[config.mk]
export PLATFORM = sky130hd
export DESIGN_NAME = expr_eval_flat
export DESIGN_NICKNAME = d
export VERILOG_FILES = /design/src/rtl/expr_eval_if.sv /design/src/rtl/expr_eval.sv /design/src/flat_wrapper.sv
export SDC_FILE = /design/constraint.sdc
export NUM_CORES = 1
export LEC_CHECK = 0
export CAP_MARGIN = 25
export CELL_PAD_IN_SITES_DETAIL_PLACEMENT = 1
export CELL_PAD_IN_SITES_GLOBAL_PLACEMENT = 2
export CORE_ASPECT_RATIO = 0.5
export CORE_UTILIZATION = 40
export DETAILED_ROUTE_END_ITERATION = 7
export PLACE_DENSITY = 0.95
export SLEW_MARGIN = 20
export SYNTH_ARGS = -nofsm -noshare
export SYNTH_HDL_FRONTEND = slang
export SYNTH_SLANG_ARGS = --single-unit
[constraint.sdc]
create_clock -name clk -period 13.2 [get_ports clk]
set_clock_uncertainty 0.05 [all_clocks]
set_input_delay 2.64 -clock clk [delete_from_list [all_inputs] [get_ports clk]]
set_output_delay 2.64 -clock clk [all_outputs]
set_load 0.005 [all_outputs]
[src/rtl/expr_eval_if.sv]
// Character bus into the expression evaluator and its registered result/status.
interface expr_eval_if #(parameter int unsigned W = 16);
   logic [7:0]   in;
   logic [W-1:0] result;
   logic         valid;
   logic         err;
   logic         ovf;

   modport master (output in, input result, valid, err, ovf);
   modport slave  (input in, output result, valid, err, ovf);
endinterface

[src/rtl/expr_eval.sv]
// Running evaluator for single-digit "+"/"*" ASCII expressions, '*' binds tighter.
module expr_eval #(
   parameter int unsigned W = 16
) (
   input logic         clk,
   input logic         clr,
   expr_eval_if.slave  bus
);

   typedef enum logic [1:0] {IDLE, NUM, OP, ERR} state_t;

   state_t       state;
   logic [W-1:0] sum;
   logic [W-1:0] term;
   logic         mul_pend;

   logic           is_dig, is_add, is_mul, is_nul;
   logic [3:0]     d;
   logic [2*W-1:0] add_w;
   logic [2*W-1:0] mul_w;
   logic [W-1:0]   op_term;
   logic           op_ovf;

   always_comb begin
      is_dig  = (bus.in >= 8'h30) && (bus.in <= 8'h39);
      is_add  = (bus.in == 8'h2B);
      is_mul  = (bus.in == 8'h2A);
      is_nul  = (bus.in == 8'h00);
      d       = bus.in[3:0];
      add_w   = {{W{1'b0}}, sum} + {{W{1'b0}}, term};
      mul_w   = {{W{1'b0}}, term} * {{(2*W-4){1'b0}}, d};
      // Term after a digit in OP: either extends a product or starts a new one.
      op_term = '0;
      op_ovf  = 1'b0;
      if (mul_pend) begin
         op_term = mul_w[W-1:0];
         op_ovf  = |mul_w[2*W-1:W];
      end else begin
         op_term = {{(W-4){1'b0}}, d};
      end
   end

   always_ff @(posedge clk) begin
      if (clr) begin
         state      <= IDLE;
         sum        <= '0;
         term       <= '0;
         mul_pend   <= 1'b0;
         bus.result <= '0;
         bus.valid  <= 1'b0;
         bus.err    <= 1'b0;
         bus.ovf    <= 1'b0;
      end else if (!is_nul) begin
         case (state)
            IDLE: begin
               if (is_dig) begin
                  state      <= NUM;
                  sum        <= '0;
                  term       <= {{(W-4){1'b0}}, d};
                  mul_pend   <= 1'b0;
                  bus.result <= {{(W-4){1'b0}}, d};
                  bus.valid  <= 1'b1;
               end else begin
                  state     <= ERR;
                  bus.valid <= 1'b0;
                  bus.err   <= 1'b1;
               end
            end
            NUM: begin
               if (is_add) begin
                  state      <= OP;
                  sum        <= add_w[W-1:0];
                  term       <= '0;
                  mul_pend   <= 1'b0;
                  bus.result <= add_w[W-1:0];
                  bus.valid  <= 1'b0;
                  if (|add_w[2*W-1:W]) bus.ovf <= 1'b1;
               end else if (is_mul) begin
                  state      <= OP;
                  mul_pend   <= 1'b1;
                  bus.result <= add_w[W-1:0];
                  bus.valid  <= 1'b0;
               end else begin
                  state     <= ERR;
                  bus.valid <= 1'b0;
                  bus.err   <= 1'b1;
               end
            end
            OP: begin
               if (is_dig) begin
                  state      <= NUM;
                  term       <= op_term;
                  bus.result <= sum + op_term;
                  bus.valid  <= 1'b1;
                  if (op_ovf) bus.ovf <= 1'b1;
               end else begin
                  state     <= ERR;
                  bus.valid <= 1'b0;
                  bus.err   <= 1'b1;
               end
            end
            default: begin
               state     <= ERR;
               bus.valid <= 1'b0;
               bus.err   <= 1'b1;
            end
         endcase
      end
   end

endmodule

[src/flat_wrapper.sv]
// flat-port wrapper written by rule: the top's interface ports become plain ports
module expr_eval_flat 
#(
   parameter int unsigned W = 16
)
  (clk, clr, bus_in, bus_result, bus_valid, bus_err, bus_ovf);
  expr_eval_if #(.W(W)) bus_i ();
  input logic clk;
  input logic clr;
  input wire logic [$bits(bus_i.in)-1:0] bus_in;
  output wire logic [$bits(bus_i.result)-1:0] bus_result;
  output wire logic [$bits(bus_i.valid)-1:0] bus_valid;
  output wire logic [$bits(bus_i.err)-1:0] bus_err;
  output wire logic [$bits(bus_i.ovf)-1:0] bus_ovf;
  assign bus_i.in = bus_in;
  assign bus_result = bus_i.result;
  assign bus_valid = bus_i.valid;
  assign bus_err = bus_i.err;
  assign bus_ovf = bus_i.ovf;
  expr_eval #(.W(W)) u_core (.clk(clk), .clr(clr), .bus(bus_i));
endmodule
==> results of run 1 <==
==> cell type report <==
class / instances / area (um2) / area share
Inverter: 62 / 233 / 0.0363
Multi-Input combinational cell: 592 / 4340 / 0.678
Timing Repair Buffer: 37 / 343 / 0.0535
Clock inverter: 3 / 43.8 / 0.00683
Clock buffer: 5 / 125 / 0.0195
Tap cell: 192 / 240 / 0.0375
Sequential cell: 54 / 1080 / 0.169
==> cells by family (layout without fill, tap and decap cells) <==
logic type,Yosys count,in the layout,synth area share
AO/OA/AOI/OAI,192,192,0.226
XOR/XNOR,28,28,0.0449
adder cells (fa/ha/maj),89,89,0.232
buffers and inverters,92,107,0.0603
flip-flops,54,54,0.187
multiplexers,8,8,0.0145
AND/OR/NAND/NOR,275,275,0.236
==> metrics by stage <==
stage	power (mW)	hold WS, ns	util	area [um2]	cells
global placement	0.282	0.388	0.451	6230	935
CTS	0.442	0.420	0.463	6400	944
detailed placement	0.285	0.405	0.451	6230	936
floorplan	0.246	0.394	-	5770	738
global route	0.461	0.436	0.464	6410	945
finish	0.442	0.419	0.464	6410	945
==> routing by layer <==
layer  vias up  track usage
met2       110        0.412
met3         9       0.0373
met1      2681        0.357
met5         -            0
li1       2617            -
met4         0       0.0362
==> cell usage after synthesis, drive strengths merged, types with 4 or more instances <==
cell	instances	area, um2
a2111oi	4	43.8
a211oi	9	67.6
a21boi	4	30.0
a21o	11	82.6
a21oi	65	329
a221oi	4	35.0
a22oi	4	30.0
a31oi	5	37.5
and2	49	307
and3	4	25.0
clkbuf	28	105
dfxtp	54	1080
fa	30	601
ha	59	738
inv	61	229
mux2i	5	50.1
nand2	79	297
nand2b	7	43.8
nand3	31	160
nand4	5	31.3
nor2	54	205
nor2b	10	62.6
nor3	16	80.1
o211ai	4	30.0
o21a	6	45.0
o21ai	32	164
o21bai	8	63.8
o31ai	4	43.8
or3	9	61.3
xnor2	18	158
xor2	9	78.8
==> power by group <==
group          internal, mW  switching, mW
Combinational        0.0365         0.0707
Clock                0.0902         0.0680
Sequential            0.168        0.00827
Total                 0.295          0.147
==> worst max path at each step <==
stage	end	slack, ns	depth (start not counted)
2_1_floorplan	u_core.bus.result[15]$_SDFFE_PP0P_	5.79	22
3_3_place_gp	u_core.bus.result[15]$_SDFFE_PP0P_	4.60	21
3_5_place_dp	u_core.bus.result[15]$_SDFFE_PP0P_	4.40	21
4_1_cts	u_core.bus.result[15]$_SDFFE_PP0P_	4.71	21
5_1_grt	u_core.bus.result[15]$_SDFFE_PP0P_	4.35	21
6_report	u_core.bus.result[15]$_SDFFE_PP0P_	4.64	21
==> worst min-delay path: stages, from the launching register on <==
cell     delay [ns]
dfxtp_1        0.32
nand2_1        0.05
o21ai_1        0.05
==> state kept, by name (all words and copies together) (netlist names) <==
| name | count |
|---|---|
| u_core.sum | 16 |
| u_core.mul_pend | 1 |
| u_core.bus.result | 16 |
| u_core.bus.err | 1 |
| u_core.state | 2 |
| u_core.bus.valid | 1 |
| u_core.bus.ovf | 1 |
| u_core.term | 16 |
==> impl_metrics.csv, run 1 <==
group,metric,value,unit
clock_tree,clock_latency,0.30,ns
critical_path,reg2regPathDepth,18,
critical_path,cp_top_family,"adder cells",
floorplanning,ios,29,
critical_path,cp-startpoint,"bus_in[3]",
final_layout,area_growth,11.0,%
floorplanning,dieWidth,172,um
clock_tree,path_clk_slew,0.07,ns
floorplanning,num_rows,30,
clock_tree,cts_buffers,5,
critical_path,crit_buf_inv,3,
global_route,grt_use_total,0.252,
global_route,grt_max_degree,47,
route,route.met3.wl,1100,um
critical_path,r2r-end,"u_core.bus.result[15]$_SDFFE_PP0P_",
min_path,worstHoldStart,"u_core.bus.result[13]$_SDFFE_PP0P_",
route,dr.pass1.iters,4,
final_layout,layout_commonest_cell,"nand2_1",
synthesis,yosys_warnings,0,
final_layout,antenna_cells,0,
sta,hold_viol,0,
place,routabilityCongestion,0.871,
power,leakagePower,2.84,nW
sta,rsz0062_at_grt,"no",
floorplanning,core_area,13800,um2
run,drv_cap,0,
route,vias_per_cell,5.73,
clock_tree,cts_tree,"built",
route,drt-initial-drc-count,208,
global_route,grt_pass1_vias,5536,
synthesis,ys_seq_elements,54,
sta,setup_viol,0,
critical_path,start_kind,"primary input",
route,vias,5417,
route,dr.max_layer_used,"met4",
sta,drv_slew,0,
power,vdd_ir_drop_max,0.0450,mV
critical_path,worstReg2RegStart,"u_core.term[0]$_SDFFE_PP0P_",
clock_tree,hold_buffers,0,
critical_path,crit_path_max_incr_delay,0.88,ns
power,cellPowerDensity,68.9,nW/um2
sta,tns,0,ns
critical_path,crit_slowest_cell,"clkdlybuf4s50_1",
route,wl_met1,8950,um
place,io_buffers,28,
final_layout,layout_common_cells,"nand2_1 (79), a21oi_1 (64), inv_1 (61)",
synthesis,synth_nets,837,
sta,finalCriticalPeriod,8.56,ns
sta,max_freq,117,MHz
sta,fin_ws,4.64,ns
clock_tree,ctsResizeCount,0,
route,routed_wl,18000,um
global_route,antenna_found_initial,0,
floorplanning,die_area,14900,um2
final_layout,drive_above_1_share,0.0452,
floorplanning,initial_core_util,0.418,
synthesis,synthFlopType,"dfxtp_1",
place,pre_cts_slack,4.40,ns
floorplanning,die-height,87.0,um
route,avgRoutedWirePerCell,19.0,um
critical_path,rrSetupSlack,7.56,ns
critical_path,cp_cell_sequence,"clkdlybuf4s50_1 -> and2_1 -> fa_1 -> inv_1 -> fa_1 -> inv_1 -> ha_1 -> nor2b_1 -> o21bai_1 -> a21boi_1 -> nor3_1 -> nor3_1 -> ha_1 -> and4_1 -> a21o_1 -> a2111oi_0 -> nor2_1 -> o41ai_2 -> o21ai_1 -> xnor3_1 -> a31o_1",
clock_tree,cts_buffer_depth,2,
min_path,whs_endpoint,"u_core.bus.result[13]$_SDFFE_PP0P_",
synthesis,synth-edff-count,0,
synthesis,synth_area,5770,um2
place,place_hpwl,13900,um
final_layout,nFillCells,1729,
min_path,hp-class,"flop to flop",
min_path,hold_depth,2,
clock_tree,cts.sinks,54,
clock_tree,htreeDepth,2,
clock_tree,post_cts_buffers,0,
route,route.met2.wl,7810,um
final_layout,layout.nets,851,
global_route,grt_pass1_wl,29100,um
synthesis,postSynth.asyncResetShare,0,
synthesis,synth_cell_types,74,
critical_path,crit_type,"primary input to flop",
synthesis,seq_area_frac_synth,0.187,
synthesis,syn_inst,738,
critical_path,crit_required,13.35,ns
synthesis,syn_area_per_cell,7.82,um2
clock_tree,cts.root.buffer_cell,"clkbuf_16",
critical_path,worstPathArrival,8.71,ns
run_status,status,"finished, final reports clean",
sta,max-slew-margin-rel,0.308,
sta,period_share,0.649,
critical_path,end_kind,"flop",
critical_path,crit_path_max_fanout,22,
route,postRouteAntennaNets,0,
global_route,overflow,0,
route,drc_errors,0,
sta,tightest_slew,1.03,ns
Power figures use the tool's default switching activity.
==> run 2: changes to the inputs <==
CORE_UTILIZATION = 34   (was 40)
PLACE_DENSITY = 0.88   (was 0.95)
clock period = 7.5 ns   (was 13.2 ns; I/O delays follow)
==> run 2 against run 1 <==
  * Critical path depth shrank 1
  * Flip-flop and latch count is the same
  * Count of clock-buffer cells in the layout grew 1
  * Core utilization shrank 6.8 points
  * Critical path type unchanged
  * Largest power group is now the clock network
==> impl_metrics.csv, run 2 (synthesis results as in run 1) <==
group,metric,value,unit
floorplanning,die-height,94.1,um
critical_path,worstPathArrival,7.05,ns
place,place_hpwl,14700,um
final_layout,layout_common_cells,"nand2_1 (79), a21oi_1 (64), inv_1 (61)",
route,dr.pass1.iters,5,
critical_path,end_kind,"flop",
floorplanning,dieWidth,186,um
sta,rsz0062_at_grt,"no",
min_path,hp-class,"flop to flop",
sta,hold_viol,0,
critical_path,critPathMostFrequentCell,"fa_1",
run,drv_cap,0,
run_status,status,"finished, final reports clean",
power,seq_power_share,0.373,
clock_tree,post_cts_buffers,0,
power,leakagePower,2.88,nW
min_path,hold_depth,2,
sta,tns,0,ns
place,dp.cells,976,
critical_path,rrSetupSlack,2.03,ns
global_route,grt_use_total,0.231,
clock_tree,cts.root.buffer_cell,"clkbuf_16",
sta,finalCriticalPeriod,6.89,ns
critical_path,crit_path_max_incr_delay,0.54,ns
global_route,grt_pass1_wl,31100,um
power,p_clk_frac,0.392,
clock_tree,cts_tree,"built",
clock_tree,cts_buffers,5,
floorplanning,die_area,17500,um2
critical_path,crit_slowest_cell,"fa_1",
global_route,antenna_found_initial,0,
final_layout,area_growth,13.1,%
critical_path,r2r-end,"u_core.bus.result[15]$_SDFFE_PP0P_",
clock_tree,htreeDepth,2,
place,routabilityCongestion,0.905,
critical_path,start_kind,"primary input",
critical_path,cp_top_family,"adder cells",
floorplanning,core_area,16500,um2
power,p_int,0.563,mW
floorplanning,num_rows,33,
global_route,grt_max_degree,47,
min_path,worstHoldStart,"u_core.bus.result[13]$_SDFFE_PP0P_",
critical_path,crit_buf_inv,2,
final_layout,reg.largest.list,"u_core.bus.result x16, u_core.sum x16, u_core.term x16",
sta,max-slew-margin-rel,0.358,
final_layout,stdcell_count,986,
route,postRouteAntennaNets,0,
power,vdd_ir_drop_max,0.0947,mV
sta,drv_slew,0,
final_layout,drive_above_1_share,0.0540,
clock_tree,cts_buffer_depth,2,
final_layout,layout.nets,857,
clock_tree,path_clk_slew,0.08,ns
critical_path,crit_type,"primary input to flop",
route,avgRoutedWirePerCell,19.6,um
floorplanning,ios,29,
place,pre_cts_slack,0.332,ns
critical_path,crit_path_max_fanout,15,
route,vias_per_cell,5.57,
power,combPwrFrac,0.235,
min_path,whs_endpoint,"u_core.bus.result[13]$_SDFFE_PP0P_",
final_layout,nFillCells,1988,
global_route,grt_pass1_vias,5649,
power,cellPowerDensity,127,nW/um2
sta,setup_viol,0,
critical_path,cp_cell_sequence,"clkdlybuf4s50_1 -> buf_4 -> nand2_1 -> fa_1 -> fa_1 -> fa_1 -> nor2b_1 -> o21bai_1 -> a21boi_1 -> nor3_1 -> nor3_1 -> ha_1 -> and4_1 -> a21o_1 -> a2111oi_0 -> nor2_1 -> o41ai_2 -> o21ai_1 -> xnor3_1 -> a31o_1",
place,io_buffers,28,
final_layout,final_area,6530,um2
global_route,overflow,0,
critical_path,worstReg2RegStart,"u_core.term[1]$_SDFFE_PP0P_",
sta,max_freq,145,MHz
sta,period_share,0.919,
route,drt-initial-drc-count,312,
power,p_switching,0.266,mW
clock_tree,ctsResizeCount,0,
critical_path,crit_required,7.66,ns
route,drc_errors,0,
sta,fin_ws,0.607,ns
final_layout,antenna_cells,0,
final_layout,layout_commonest_cell,"nand2_1",
critical_path,reg2regPathDepth,20,
place,dpl_cell_area,6320,um2
floorplanning,initial_core_util,0.350,
route,vias,5490,
power,switching_share,0.321,
route,routed_wl,19300,um
sta,tightest_slew,0.964,ns
clock_tree,cts.sinks,54,
clock_tree,clock_latency,0.30,ns
clock_tree,hold_buffers,0,
-- run 2: cell types whose count changed in the layout (fill, tap and decap cells not counted), sizes merged --
cell,before,now
inv,62,61
buf,10,14
bufinv,1,2
clkinv,2,1
clkbuf,5,8
-- run 2: how the worst max path moves through the flow --
stage	startpoint	to	slack, ns	depth (start not counted)
floorplan	bus_in[3]	u_core.bus.result[15]$_SDFFE_PP0P_	1.23	22
global placement	bus_in[3]	u_core.bus.result[15]$_SDFFE_PP0P_	0.54	20
detailed placement	bus_in[3]	u_core.bus.result[15]$_SDFFE_PP0P_	0.33	20
CTS	bus_in[3]	u_core.bus.result[15]$_SDFFE_PP0P_	0.65	20
global route	bus_in[3]	u_core.bus.result[15]$_SDFFE_PP0P_	0.18	20
finish	bus_in[3]	u_core.bus.result[15]$_SDFFE_PP0P_	0.61	20
-- run 2: stage by stage --
step / total power [mW] / hold WS, ns / util
after floorplan: 0.433 / 0.394 / -
after global placement: 0.501 / 0.387 / 0.383
after detailed placement: 0.507 / 0.396 / 0.384
after CTS: 0.831 / 0.417 / 0.396
after global routing: 0.864 / 0.445 / 0.396
final: 0.828 / 0.416 / 0.396
-- run 2: power groups by stage --
| stage | logic, mW | registers, mW | clock network, mW |
|---|---|---|---|
| 3_5_place_dp | 0.192 | 0.315 | 0 |
| 5_1_grt | 0.214 | 0.310 | 0.339 |
| 2_1_floorplan | 0.123 | 0.310 | 0 |
| 3_3_place_gp | 0.186 | 0.315 | 0 |
| 6_report | 0.195 | 0.309 | 0.324 |
| 4_1_cts | 0.193 | 0.309 | 0.329 |
-- run 2: worst min-delay path, stage by stage, from the launching register on --
cell	delay [ns]
dfxtp_1	0.32
nand2_1	0.05
o21ai_1	0.05
-- run 2: layer usage --
layer / up-vias / wire length, um / GRT usage
met4: 0 / 306 / 0.0464
li1: 2618 / - / -
met1: 2737 / 9740 / 0.326
met5: - / 0 / 0
met2: 114 / 8470 / 0.372
met3: 21 / 773 / 0.0310
-- run 2: cell type report --
class                   count  area, um2  area share
flip-flops and latches     54       1080       0.166
repair buffers             43        385      0.0590
clock buffers               6        139      0.0213
multi-input cells         592       4350       0.666
well taps                 227        284      0.0435
clock inverters             2       60.1     0.00920
inverters                  62        233      0.0356
==> patch 1, RTL diff (flow settings as in run 1) <==
Encoding of `state_t`: now Gray code (2 bits for 4 states).
--- a/src/rtl/expr_eval.sv
+++ b/src/rtl/expr_eval.sv
@@ -8,5 +8,5 @@
 );
 
-   typedef enum logic [1:0] {IDLE, NUM, OP, ERR} state_t;
+   typedef enum logic [1:0] {IDLE = 2'b00, NUM = 2'b01, OP = 2'b11, ERR = 2'b10} state_t;
 
    state_t       state;
Formal check against the unedited RTL: no difference found for any inputs over 4 cycles, from zero or initial values; so few cycles prove little.
==> patch 1 against run 1 <==
  * Largest power group is now clock
  * Cell count up 0.11%
  * Cell area down 0.49%
  * Critical path depth up 1
  * Worst setup slack better by 220 ps
  * Routed wire length about the same
  * Area after synthesis down 0.54%
  * Total power down 5.1%
  * Sequential cell count unchanged
  * Utilization down 0.10 points
  * Combinational power down 38%
==> patch 1: results (changes against run 1) <==
outcome: "completed"
globalplace.congestion: 0.872  # +0.15%
grt_max_degree: 36  # -23%
ys_types: 66  # -11%
r2r-end: "u_core.bus.result[14]"
layout.nets: 852  # +0.12%
final_cells: 946  # +0.11%
min_period_ps: 8340  # -225 ps
comb_power_share_pct: 15.8  # -8.5 points
min_from: "u_core.sum[5]"
drt-initial-drc-count: 225  # +8.2%
syn_avg_cell_area_um2: 7.72  # -1.3%
synthTopCellsByArea: "dfxtp_1 19%, ha_1 13%, fa_1 10%"
p_leak_nw: 2.73  # -3.8%
layout-drive-gt1-share_pct: 4.51  # -0.0060 points
grt_use_total_pct: 25.4  # +0.28 points
ir_drop_uv: 82.0  # +82%
place_hpwl_um: 13900  # about the same
worst_slew_pin_slew_ps: 1060  # +22.5 ps
cp.arrival_ps: 8480  # -230 ps
wl_um: 17900  # about the same
r2r_setup_slack_ps: 7850  # +290 ps
hold_slack_ps: 437  # +18.4 ps
drt_first_pass_iters: 5  # +1
viasPerCell: 5.67  # -1.2%
ys_top_cells_by_count: "74 x nand2_1, 71 x nor2_1, 66 x a21oi_1"
power_mw: 0.419  # -5.1%
regToRegStartpoint: "u_core.term[1]"
hold_end: "u_core.sum[5]"
numPlacedInstances: 938  # +0.21%
pre_cts_slack_ps: 4570  # +176 ps
ys_seq_area_share_pct: 18.8  # +0.10 points
grt_pass1_vias: 5565  # +0.52%
n_fill_cell: 1695  # -2.0%
[patch 1: cell types whose count changed after synthesis, moves of 7 or more]
cell	change
nand3_1	-13
nor2b_1	-9
nor2_1	+18
clkbuf_1	-8
nor3_1	+8
and2_1	+7
[patch 1: critical path: stages]
cell,delay (ps)
clkdlybuf4s50_1,890
and2_1,420
fa_1,480
inv_1,50
fa_1,530
inv_1,40
ha_1,340
nor2b_4,160
o31ai_1,440
nand2b_1,100
a21oi_1,200
xnor2_1,170
and2_1,190
ha_1,280
nand2_1,100
nor2_1,40
a211oi_1,400
o31ai_1,190
a31oi_1,290
o21ai_1,120
mux2i_1,140
o31a_1,240
[patch 1: final cells by class]
class	count	share of cell area (%)
inverter	63	3.71
sequential	54	16.9
multi-input combinational	597	67.4
timing repair buffer	32	5.10
clock inverter	2	0.942
tap	192	3.77
clock buffer	6	2.18
[patch 1: layer usage]
metal	wire length [um]	vias to the layer above	share of wire, %	track usage [%]
li1	-	2587	-	-
met1	9110	2657	51	36.1
met2	7880	99	44	41.5
met3	777	17	4.3	3.24
met4	170	0	0.95	4.55
met5	0	-	0	0
[patch 1: how the worst max path moves through the flow]
stage | start | endpoint
after global routing | bus_in[3] | u_core.bus.result[14]
after global placement | bus_in[3] | u_core.bus.result[14]
after floorplan | bus_in[3] | u_core.bus.result[14]
after detailed placement | bus_in[3] | u_core.bus.result[14]
final | bus_in[1] | u_core.bus.result[14]
after CTS | bus_in[3] | u_core.bus.result[14]
[patch 1: cells by family after synthesis]
family / count (synthesis) / share of synthesized area [%]
AOI/OAI and AO/OA: 178 / 20.3
xor gates and xnor gates: 28 / 4.27
adders and majority gates: 89 / 23.3
buffers and inverters: 93 / 6.34
DFF: 54 / 18.8
muxes: 8 / 1.44
and+or+nand+nor: 294 / 25.5
==> patch 2, RTL diff (flow settings as in run 1) <==
Made on the original files. `W` is set to 16 in 3 places; all go to 32.
--- a/src/rtl/expr_eval_if.sv
+++ b/src/rtl/expr_eval_if.sv
@@ -1,4 +1,4 @@
 // Character bus into the expression evaluator and its registered result/status.
-interface expr_eval_if #(parameter int unsigned W = 16);
+interface expr_eval_if #(parameter int unsigned W = 32);
    logic [7:0]   in;
    logic [W-1:0] result;
--- a/src/rtl/expr_eval.sv
+++ b/src/rtl/expr_eval.sv
@@ -1,5 +1,5 @@
 // Running evaluator for single-digit "+"/"*" ASCII expressions, '*' binds tighter.
 module expr_eval #(
-   parameter int unsigned W = 16
+   parameter int unsigned W = 32
 ) (
    input logic         clk,
--- a/src/flat_wrapper.sv
+++ b/src/flat_wrapper.sv
@@ -2,5 +2,5 @@
 module expr_eval_flat 
 #(
-   parameter int unsigned W = 16
+   parameter int unsigned W = 32
 )
   (clk, clr, bus_in, bus_result, bus_valid, bus_err, bus_ovf);
Ports: changed (resized bus_result); port bits go from 29 to 45. No check against the original RTL was run, so the function may have changed too.
==> patch 2 against run 1 <==
  * Cell count up 100%
  * Sequential cell count grew 48
  * Utilization decreased by 1.7 points
  * Combinational power grew 24%
  * Routed wire length is 130% higher
  * Area after synthesis is 99% higher
  * Register-to-register slack got worse by 1100 ps
  * Total power up 62%
  * Worst setup slack lost 720 ps
  * Cell area grew 95%
  * Critical path type unchanged
==> patch 2: results (changes against run 1) <==
grt_first_pass_wirelength_um: 64100  # +120%
wl_per_cell_um: 21.5  # +13%
ys_seq_area_share_pct: 17.7  # -0.99 points
worst_slew_pin_slew_ps: 1070  # +33.3 ps
grt_use_total_pct: 27.9  # +2.8 points
outcome: "completed"
wl_met2_um: 17000  # +120%
place_area_um2: 12200  # +96%
r2r_setup_slack_ps: 6440  # -1120 ps
cp_top_family: "compound AO/OA/AOI/OAI gates"
ir_drop_uv: 54.3  # +21%
clock_latency_ps: 370  # +70 ps
numCtsBuffers: 9  # +4
drt_first_pass_iters: 5  # +1
globalplace.congestion: 0.957  # +10%
ys_top_cells_by_count: "173 x nand2_1, 134 x a21oi_1, 125 x inv_1"
grtUsageMet2_pct: 41.9  # +0.72 points
place_hpwl_um: 32300  # +130%
layout-drive-gt1-share_pct: 2.90  # -1.6 points
cp.arrival_ps: 9460  # +750 ps
ys_types: 72  # -2.7%
p_leak_nw: 5.72  # +100%
worst-path-max-fanout: 37  # +68%
grtUsageMet1_pct: 40.8  # +5.2 points
max_stage_delay_ps: 540  # -340 ps
synthTopCellsByArea: "dfxtp_1 18%, ha_1 12%, fa_1 11%"
grt_pass1_vias: 11400  # +110%
wl_met3_um: 3170  # +190%
met3_usage_pct: 6.19  # +2.5 points
n_fill_cell: 3496  # +100%
via_count: 11400  # +110%
drt-initial-drc-count: 857  # +310%
==> patch 2: cell type report <==
cell class,instances,share of cell area (%)
antenna,1,0.0200
clock buffer,10,1.83
clock inverter,6,0.370
inverter,126,3.78
multi-input combinational,1219,69.6
sequential,102,16.3
tap,382,3.82
timing repair buffer,56,4.19
==> patch 2: worst paths after layout <==
kind	start	to	cells after the start
min reg2reg	u_core.bus.result[3]	u_core.bus.result[3]	2
max	bus_in[2]	u_core.bus.result[30]	26
min	u_core.bus.result[3]	u_core.bus.result[3]	2
max reg2reg	u_core.term[3]	u_core.bus.result[30]	26
==> patch 2: kinds of logic after synthesis <==
kind of cell | after synthesis | share of synthesized area (%)
adders and majority gates | 169 | 22.4
xor gates and xnor gates | 66 | 5.02
and+or+nand+nor | 558 | 23.8
DFF | 102 | 17.7
muxes | 10 | 0.935
buffers and inverters | 205 | 6.70
AOI/OAI and AO/OA | 416 | 23.4
==> patch 2: tightest hold or removal path, cell delays in order (launching register included) <==
cell     delay, ps
dfxtp_1        310
nand2_1         50
a21oi_1         50
==> patch 2: report_power, final <==
part / internal (mW) / switching, mW
Sequential: 0.313 / 0.00788
Combinational: 0.0368 / 0.0960
Clock: 0.130 / 0.132
Total: 0.479 / 0.236
==> patch 2: stage by stage <==
stage | hold WS, ps | instances | utilization [%] | worst slack (ps) | power, mW
after floorplan | 394 | 1526 | - | 4850 | 0.406
after global placement | 391 | 1884 | 43.7 | 3150 | 0.454
after detailed placement | 401 | 1885 | 43.7 | 3640 | 0.458
after CTS | 414 | 1901 | 44.7 | 4000 | 0.719
after global routing | 445 | 1901 | 44.7 | 3540 | 0.745
final | 413 | 1902 | 44.7 | 3910 | 0.716
